--- config.mk ---
export PLATFORM = sky130hd
export DESIGN_NAME = lz77_decoder
export DESIGN_NICKNAME = d
export VERILOG_FILES = /design/src/rtl/lz77_pkg.sv /design/src/rtl/lz77_search_buf.sv /design/src/rtl/lz77_decoder.sv
export SDC_FILE = /design/constraint.sdc
export NUM_CORES = 1
export LEC_CHECK = 0
export ABC_AREA = 1
export CORE_AREA = 2 2 132 134
export DETAILED_ROUTE_END_ITERATION = 12
export DIE_AREA = 0 0 134 136
export GPL_TIMING_DRIVEN = 0
export PLACE_DENSITY = 0.55
export RECOVER_POWER = 50
export SLEW_MARGIN = 20
export SYNTH_ARGS = -nofsm -noshare
export SYNTH_HDL_FRONTEND = slang
export SYNTH_SLANG_ARGS = --single-unit
--- constraint.sdc ---
create_clock -name clk -period 5.87 [get_ports clk]
set_input_delay 1.174 -clock clk [delete_from_list [all_inputs] [get_ports clk]]
set_output_delay 1.174 -clock clk [all_outputs]
set_load 0.1 [all_outputs]
--- src/rtl/lz77_pkg.sv ---
// Shared LZ77 constants and FSM state type, imported by both encoder and decoder.
package lz77_pkg;
    localparam int SEARCH_LEN = 9;
    localparam int MAX_MATCH  = 7;
    localparam int DW         = 8;
    localparam int OFS_W      = 4;
    localparam int LEN_W      = 4;

    typedef enum logic [1:0] {
        IDLE = 2'd0,
        COPY = 2'd1,
        LIT  = 2'd2
    } state_t;
endpackage

--- src/rtl/lz77_search_buf.sv ---
// Search-buffer shift register (entry 0 = newest byte) with offset read mux
// and a saturating count of bytes written.
module lz77_search_buf
    import lz77_pkg::*;
(
    input  logic             clk,
    input  logic             reset,
    input  logic             shift_en,
    input  logic [DW-1:0]    wr_data,
    input  logic [OFS_W-1:0] rd_pos,
    output logic [DW-1:0]    rd_data,
    output logic [OFS_W-1:0] fill
);
    logic [DW-1:0] mem [SEARCH_LEN];

    // Shift the new byte into entry 0; the oldest entry falls off the end.
    always_ff @(posedge clk or posedge reset) begin
        if (reset) begin
            for (int i = 0; i < SEARCH_LEN; i++) mem[i] <= '0;
            fill <= '0;
        end else if (shift_en) begin
            mem[0] <= wr_data;
            for (int i = 1; i < SEARCH_LEN; i++) mem[i] <= mem[i-1];
            if (fill != OFS_W'(SEARCH_LEN)) fill <= fill + 4'd1;
        end
    end

    // Offsets past the window read as zero.
    always_comb begin
        rd_data = '0;
        if (rd_pos < OFS_W'(SEARCH_LEN)) begin
            rd_data = mem[rd_pos];
        end else begin
            rd_data = '0;
        end
    end
endmodule

--- src/rtl/lz77_decoder.sv ---
// LZ77 decoder: expands (offset, length, char) codes into a byte stream,
// one byte per cycle, accepting the next code on the literal's closing edge.
module lz77_decoder
    import lz77_pkg::*;
(
    input  logic             clk,
    input  logic             reset,
    input  logic             code_valid,
    input  logic             code_last,
    input  logic [OFS_W-1:0] code_pos,
    input  logic [LEN_W-1:0] code_len,
    input  logic [DW-1:0]    code_char,
    output logic             busy,
    output logic             valid,
    output logic [DW-1:0]    char_out,
    output logic             finish,
    output logic             err
);
    state_t           state;
    logic [LEN_W-1:0] rem_r;
    logic [OFS_W-1:0] pos_r;
    logic [DW-1:0]    char_r;
    logic             last_r;

    logic             accept_s;
    logic             emit_s;
    logic [DW-1:0]    byte_s;
    logic [OFS_W-1:0] rd_pos_s;
    logic [DW-1:0]    rd_data_s;
    logic [OFS_W-1:0] fill_s;
    logic             illegal_s;

    lz77_search_buf u_buf (
        .clk      (clk),
        .reset    (reset),
        .shift_en (emit_s),
        .wr_data  (byte_s),
        .rd_pos   (rd_pos_s),
        .rd_data  (rd_data_s),
        .fill     (fill_s)
    );

    // Select the byte produced this edge; the first copy byte reads the live code_pos.
    always_comb begin
        accept_s  = code_valid && !busy;
        rd_pos_s  = (state == COPY) ? pos_r : code_pos;
        emit_s    = 1'b0;
        byte_s    = '0;
        illegal_s = (code_len > LEN_W'(MAX_MATCH)) ||
                    ((code_len != 4'd0) && (code_pos >= fill_s)) ||
                    (code_pos >= OFS_W'(SEARCH_LEN));
        case (state)
            COPY: begin
                emit_s = 1'b1;
                byte_s = (rem_r != 4'd0) ? rd_data_s : char_r;
            end
            default: begin
                if (accept_s) begin
                    emit_s = 1'b1;
                    byte_s = (code_len == 4'd0) ? code_char : rd_data_s;
                end else begin
                    emit_s = 1'b0;
                    byte_s = '0;
                end
            end
        endcase
    end

    // FSM: rem_r counts copy bytes still owed after the one now on the output.
    always_ff @(posedge clk or posedge reset) begin
        if (reset) begin
            state    <= IDLE;
            rem_r    <= '0;
            pos_r    <= '0;
            char_r   <= '0;
            last_r   <= 1'b0;
            busy     <= 1'b0;
            valid    <= 1'b0;
            char_out <= '0;
            finish   <= 1'b0;
            err      <= 1'b0;
        end else begin
            case (state)
                COPY: begin
                    valid    <= 1'b1;
                    char_out <= byte_s;
                    if (rem_r != 4'd0) begin
                        rem_r  <= rem_r - 4'd1;
                        busy   <= 1'b1;
                        finish <= 1'b0;
                    end else begin
                        state  <= LIT;
                        busy   <= 1'b0;
                        finish <= last_r;
                    end
                end
                default: begin
                    if (accept_s) begin
                        pos_r    <= code_pos;
                        char_r   <= code_char;
                        last_r   <= code_last;
                        valid    <= 1'b1;
                        char_out <= byte_s;
                        err      <= err | illegal_s;
                        if (code_len == 4'd0) begin
                            state  <= LIT;
                            busy   <= 1'b0;
                            finish <= code_last;
                        end else begin
                            state  <= COPY;
                            rem_r  <= code_len - 4'd1;
                            busy   <= 1'b1;
                            finish <= 1'b0;
                        end
                    end else begin
                        state  <= IDLE;
                        valid  <= 1'b0;
                        busy   <= 1'b0;
                        finish <= 1'b0;
                    end
                end
            endcase
        end
    end
endmodule
==> results of run 1 <==
==> cells in the final DEF (no fill, tap or decap), drive strengths merged <==
cell	netlist	final
nor2	8	8
inv	54	53
buf	30	29
a211oi	2	2
o21bai	1	1
o2111ai	1	1
a21oi	4	4
ha	7	7
nor4	1	1
clkinvlp	0	2
clkinv	0	1
xor2	4	4
clkdlybuf4s50	0	28
nand2	241	241
clkbuf	10	25
dlygate4sd3	0	3
nand4	2	2
nand3	95	95
o21ai	56	56
nor3	7	7
a221oi	8	8
dfrtp	99	99
==> layout make-up <==
cell class	instances	area share
flip-flops and latches	99	0.427
multi-input cells	437	0.351
repair buffers	32	0.0544
well taps	225	0.0485
clock buffers	13	0.0431
plain buffers	40	0.0382
inverters	54	0.0352
clock inverters	2	0.00216
==> registers in the layout, indices dropped and copies added, names as in the netlist <==
name,flops
u_buf.mem,64
char_out,8
char_r,8
pos_r,4
rem_r,4
u_buf.fill,4
state,2
busy,1
err,1
finish,1
last_r,1
valid,1
==> final timing paths <==
kind | slack [ns] | start | end | cells after the start
max | 2.05 | reset | char_out[3] | 3
min | 0.48 | u_buf.mem[62] | u_buf.mem[54] | 2
max reg2reg | 3.75 | busy | char_out[0] | 8
min reg2reg | 0.48 | u_buf.mem[62] | u_buf.mem[54] | 2
max in group clk | 2.64 | char_out[3] | char_out[3] | 2
min in group asynchronous | 1.47 | reset | u_buf.mem[14] | 2
==> power by group through the flow <==
stage	sequential, µW	combinational, µW	clock (µW)
6_report	1170	1870	551
5_1_grt	1210	2110	599
4_1_cts	1170	1890	570
3_5_place_dp	1180	1880	0
3_3_place_gp	1180	1860	0
2_1_floorplan	1170	1350	0
==> critical path: cells and delay by family <==
| kind | cells | cell delay, ns |
|---|---|---|
| buffers and inverters | 3 | 2.68 |
==> per-layer routing <==
metal | track usage | vias up | routed length (µm)
met5 | 0 | - | 0
met4 | 0.0691 | 0 | 249
met3 | 0.0257 | 19 | 664
met2 | 0.248 | 101 | 6010
met1 | 0.218 | 1910 | 6340
li1 | - | 2109 | -
==> logic make-up after synthesis <==
| logic type | count (synthesis) | synth area share |
|---|---|---|
| AOI/OAI and AO/OA | 72 | 0.0881 |
| adders and majority gates | 7 | 0.0177 |
| and+or+nand+nor | 354 | 0.301 |
| DFF | 99 | 0.500 |
| xor gates and xnor gates | 4 | 0.00707 |
| buffers and inverters | 94 | 0.0859 |
==> stage by stage <==
stage,total power (µW),setup slack [ns],instances,util,cell area (µm²)
6_report,3590,2.05,902,0.344,5800
5_1_grt,3920,1.48,902,0.344,5800
4_1_cts,3630,2.62,902,0.346,5840
3_5_place_dp,3060,2.73,887,0.331,5580
3_3_place_gp,3040,0.344,886,0.329,5550
2_1_floorplan,2520,2.11,630,-,4950
==> qor.txt, run 1 <==
Status = finished, violations left
Failing checks = max-capacitance violations, max-slew violations
Seq pwr share = 0.327
CP max stage delay = 1.50 ns
Net Sw Power = 1740 µW
Post-Route WL = 13300 µm
CP Data Arrival Time = 3.91 ns
CTS tree = done
RSZ-0062 raised after global routing = no
Distinct cells, synth = 29
Number of remaining DRC errors = 0
Crit-path slowest cell = clkbuf_2
Setup Buffers After CTS = 0
Worst-path cell chain = dlygate4sd3_1, clkinvlp_2, clkbuf_2
Routed wire per std cell = 14.7 µm
P_int = 1850 µW
GR Overflow Total = 0
Synth top area cells = dfrtp_1, nand2_1, nand3_1, o21ai_0, inv_1
Post-detail-place hpwl = 9350 µm
Yosys top cell area share = 0.500
Layout cell share with drive strength beyond 1 = 0.0739
Initial core utilization = 0.294
# hold bufs at CTS = 0
Avg Cell Area, Syn = 7.86 µm²
Register area share after synthesis = 0.500
Number of synthesized register bits = 99
Multi-input gate area = 2040 µm²
Die span in y = 136 µm
Pin count of the biggest net entering global routing = 78
DR vias/cell = 4.59
Leak = 0.00282 µW
Clk slew on worst S/H paths = 0.06 ns
Nature of the critical path startpoint = input pin
Count leader, synth = nand2_1
Post-Syn Area = 4950 µm²
Min-Delay Path Class = flop to flop
Detailed Routing Iterations Pass 1 = 5
Number of synthesized flops with an enable pin = 0
PortBufs = 31
Vias in the first global route = 4227
Number of I/O pins = 32
Clock latency on the worst-skew pair = 0.35 ns
Comb power frac = 0.520
P per Cell Area = 619 nW/µm²
Nets = 700
Commonest cells post-synth = nand2_1, dfrtp_1, nand3_1
Initial drt markers = 270
Core area = 16900 µm²
Routed Antenna Nets = 0
Fin Setup TNS = 0 ns
Post-synth top area cell = dfrtp_1
Clock Path Buffers = 2
Post-synth ARST share = 1.00
TritonCTS Buffers = 9
Final setup fails = 0
Final worst path period need = 3.82 ns
WHS = 0.482 ns
CP required = 5.96 ns
Sink Count = 99
Yosys warns = 0
Worst-margin pin slew = 1.91 ns
Max-Cap Viols = 1
Initial antenna violation count = 0
Die Area = 18200 µm²
Placer Congestion = 0.858
Reg area = 2480 µm²
Final Skew = 0.00599 ns
Post-CTS Resized = 0
Synth Instances = 630
Area growth syn-to-layout = 17.1%
Hold Vio Cnt, Final = 0
Fill cells = 1791
H-Tree Depth = 3
Clk root buf = clkbuf_16
Syn Nets = 657
Sw Share = 0.484
VDD IR max = 0.285 mV
N_diodes = 0
Via count = 4139
CP max FO = 77
Cell row count = 48
First-pass GRT wire length = 22400 µm
Clock Power Share = 0.153
Critical path capture point type = async pin
Slew HR = -0.275
Gr usage total = 0.159
Top_reg_cell synth = dfrtp_1
Fmax = 262 MHz
Final period util = 0.650
Die X = 134 µm
Critical path class = input pin to async pin
Max Slew Vio Count = 78
Power figures use the tool's default switching activity.
==> inputs of run 2 (changes only) <==
Settings changed: PLACE_DENSITY 0.55 to 0.56.
Clock period 5.87 ns to 3.37 ns, I/O delays scaled along.
==> run 2 against run 1 <==
  * The run now ends clean
  * Largest cell class unchanged
  * Clock skew is 0.0012 ns lower
  * Total power is 76% higher
  * Via count hardly changed
  * Clock power is 92% higher
==> qor.txt, run 2 (synthesis results as in run 1) <==
Status = finished clean
H-Tree Depth = 3 (unchanged)
Initial antenna violation count = 0 (unchanged)
PortBufs = 31 (unchanged)
Critical path capture point type = primary output
Clk slew on worst S/H paths = 0.07 ns (about the same)
Pin count of the biggest net entering global routing = 77 (-1.3%)
Die X = 134 µm (unchanged)
# hold bufs at CTS = 0 (unchanged)
VDD IR max = 0.603 mV (+110%)
DP Area = 5580 µm² (unchanged)
Highest-count cells in the layout ignoring fill and taps = nand2_1, dfrtp_1, nand3_1, inv_1, o21ai_0
WHS = 0.471 ns (-0.0109 ns)
Worst-path cell chain = buf_4, clkdlybuf4s50_1
CP top delay family = buffers and inverters
Post-Route WL = 13100 µm (-0.98%)
Post-detail-place hpwl = 9180 µm (-1.8%)
Gr usage total = 0.157 (-0.00224)
RSZ-0062 raised after global routing = no
GR Overflow Total = 0 (unchanged)
Biggest regs = u_buf.mem (64), char_out (8), char_r (8)
N_diodes = 0 (unchanged)
Slew HR = 0.257 (+0.531)
Clock Path Buffers = 2 (unchanged)
P per Cell Area = 1090 nW/µm² (+75%)
CP required = 2.70 ns (-3.26 ns)
Leak = 0.00283 µW (+0.38%)
Cell row count = 48 (unchanged)
Layout cell share with drive strength beyond 1 = 0.0737 (-0.000109)
DR WL met2 = 5850 µm (-2.6%)
Sink Count = 99 (unchanged)
Detailed Routing Iterations Pass 1 = 4 (-1)
Routed wire per std cell = 14.5 µm (-1.1%)
Final worst path period need = 2.70 ns
Clock latency on the worst-skew pair = 0.35 ns (about the same)
Max Slew Vio Count = 0 (-100%)
Worst-margin pin slew = 1.11 ns (-0.803 ns)
CP Data Arrival Time = 2.03 ns (-1.88 ns)
Max-Cap Viols = 0 (-1)
Area growth syn-to-layout = 17.8%
Final Skew = 0.00479 ns (-0.00120 ns)
Fmax = 370 MHz
Min-Delay Path Class = flop to flop
Nature of the critical path startpoint = flop
Clk root buf = clkbuf_16
Routed wl met3 = 483 µm (-27%)
Routed Antenna Nets = 0 (unchanged)
Hold Vio Cnt, Final = 0 (unchanged)
Vias in the first global route = 4152 (-1.8%)
First-pass GRT wire length = 22100 µm (-1.4%)
Initial core utilization = 0.294 (unchanged)
CTS tree = done
Final period util = 0.801
Setup Buffers After CTS = 0 (unchanged)
Worst path bufs/invs = 2 (-1)
Final setup fails = 0 (unchanged)
Fin area = 5840 µm² (+0.60%)
CP max FO = 4 (-95%)
Die Area = 18200 µm² (unchanged)
Nets = 700 (unchanged)
Fill cells = 1792 (+0.056%)
CP max stage delay = 1.12 ns (-0.38 ns)
DR top layer = met4
TritonCTS Buffers = 9 (unchanged)
Number of I/O pins = 32 (unchanged)
Initial drt markers = 296 (+9.6%)
DR vias/cell = 4.59 (about the same)
Via count = 4142 (+0.072%)
Met1 Routed Length = 6560 µm (+3.5%)
Biggest register = u_buf.mem
Max reg flops = 64 (unchanged)
Die span in y = 136 µm (unchanged)
Post-CTS Resized = 0 (unchanged)
Crit-path slowest cell = clkdlybuf4s50_1
Placer Congestion = 0.843 (-1.7%)
Critical path class = flop to primary output
Commonest non-fill, non-tap cell in the layout = nand2_1
Core area = 16900 µm² (unchanged)
Number of remaining DRC errors = 0 (unchanged)
==> run 2: changes by cell type in the layout (fill, tap and decap cells not counted), sizes merged <==
cell / before / now
bufinv: 0 / 1
dlygate4sd3: 3 / 2
clkdlybuf4s50: 28 / 29
clkinvlp: 2 / 3
clkinv: 1 / 2
buf: 29 / 28
inv: 53 / 52
==> run 2: where the power goes <==
group          internal, µW  leakage [µW]  switching (µW)
clock                   596      0.000139             466
sequential             1690       0.00126             352
combinational          1020       0.00143            2210
total                  3310       0.00283            3030
==> run 2: stage by stage <==
step / power [µW] / TNS [ns] / setup WS (ns) / utilization / std cells
after floorplan: 4390 / 0 / 0.106 / - / 630
after global placement: 5290 / -157.85 / -1.60 / 0.329 / 886
after detailed placement: 5320 / 0 / 0.748 / 0.331 / 887
after CTS: 6400 / 0 / 0.634 / 0.348 / 903
after global routing: 6880 / 0 / 0.312 / 0.346 / 903
final: 6340 / 0 / 0.669 / 0.346 / 903
==> run 2: worst paths after layout <==
kind / startpoint / end / slack, ns / cells past startpoint
setup / recovery: char_out[5] / char_out[5] / 0.67 / 2
min in group asynchronous: reset / u_buf.mem[46] / 0.99 / 2
max in group asynchronous: reset / char_r[0] / 0.75 / 3
hold / removal: err / err / 0.47 / 2
setup reg to reg: busy / char_out[0] / 1.25 / 8
hold reg to reg: err / err / 0.47 / 2
==> run 2: area by class of cell <==
| type | count | area (µm²) | area share |
|---|---|---|---|
| tap | 225 | 282 | 0.0482 |
| clock buffer | 12 | 246 | 0.0422 |
| timing repair buffer | 32 | 318 | 0.0545 |
| inverter | 54 | 204 | 0.0349 |
| clock inverter | 4 | 50.0 | 0.00858 |
| multi-input combinational | 437 | 2040 | 0.349 |
| sequential | 99 | 2480 | 0.425 |
| buffer | 40 | 220 | 0.0377 |
==> run 2: per-layer routing <==
metal,global-route usage,vias to the layer above
li1,-,2116
met1,0.215,1928
met2,0.249,83
met3,0.0250,15
met4,0.0621,0
met5,0,-
==> run 2: worst register-to-register path: cells and delay by family (launching register included) <==
kind | cells | cell delay [ns]
simple gates | 4 | 0.77
buf+inv | 3 | 0.49
compound gates | 1 | 0.43
flops | 1 | 0.38
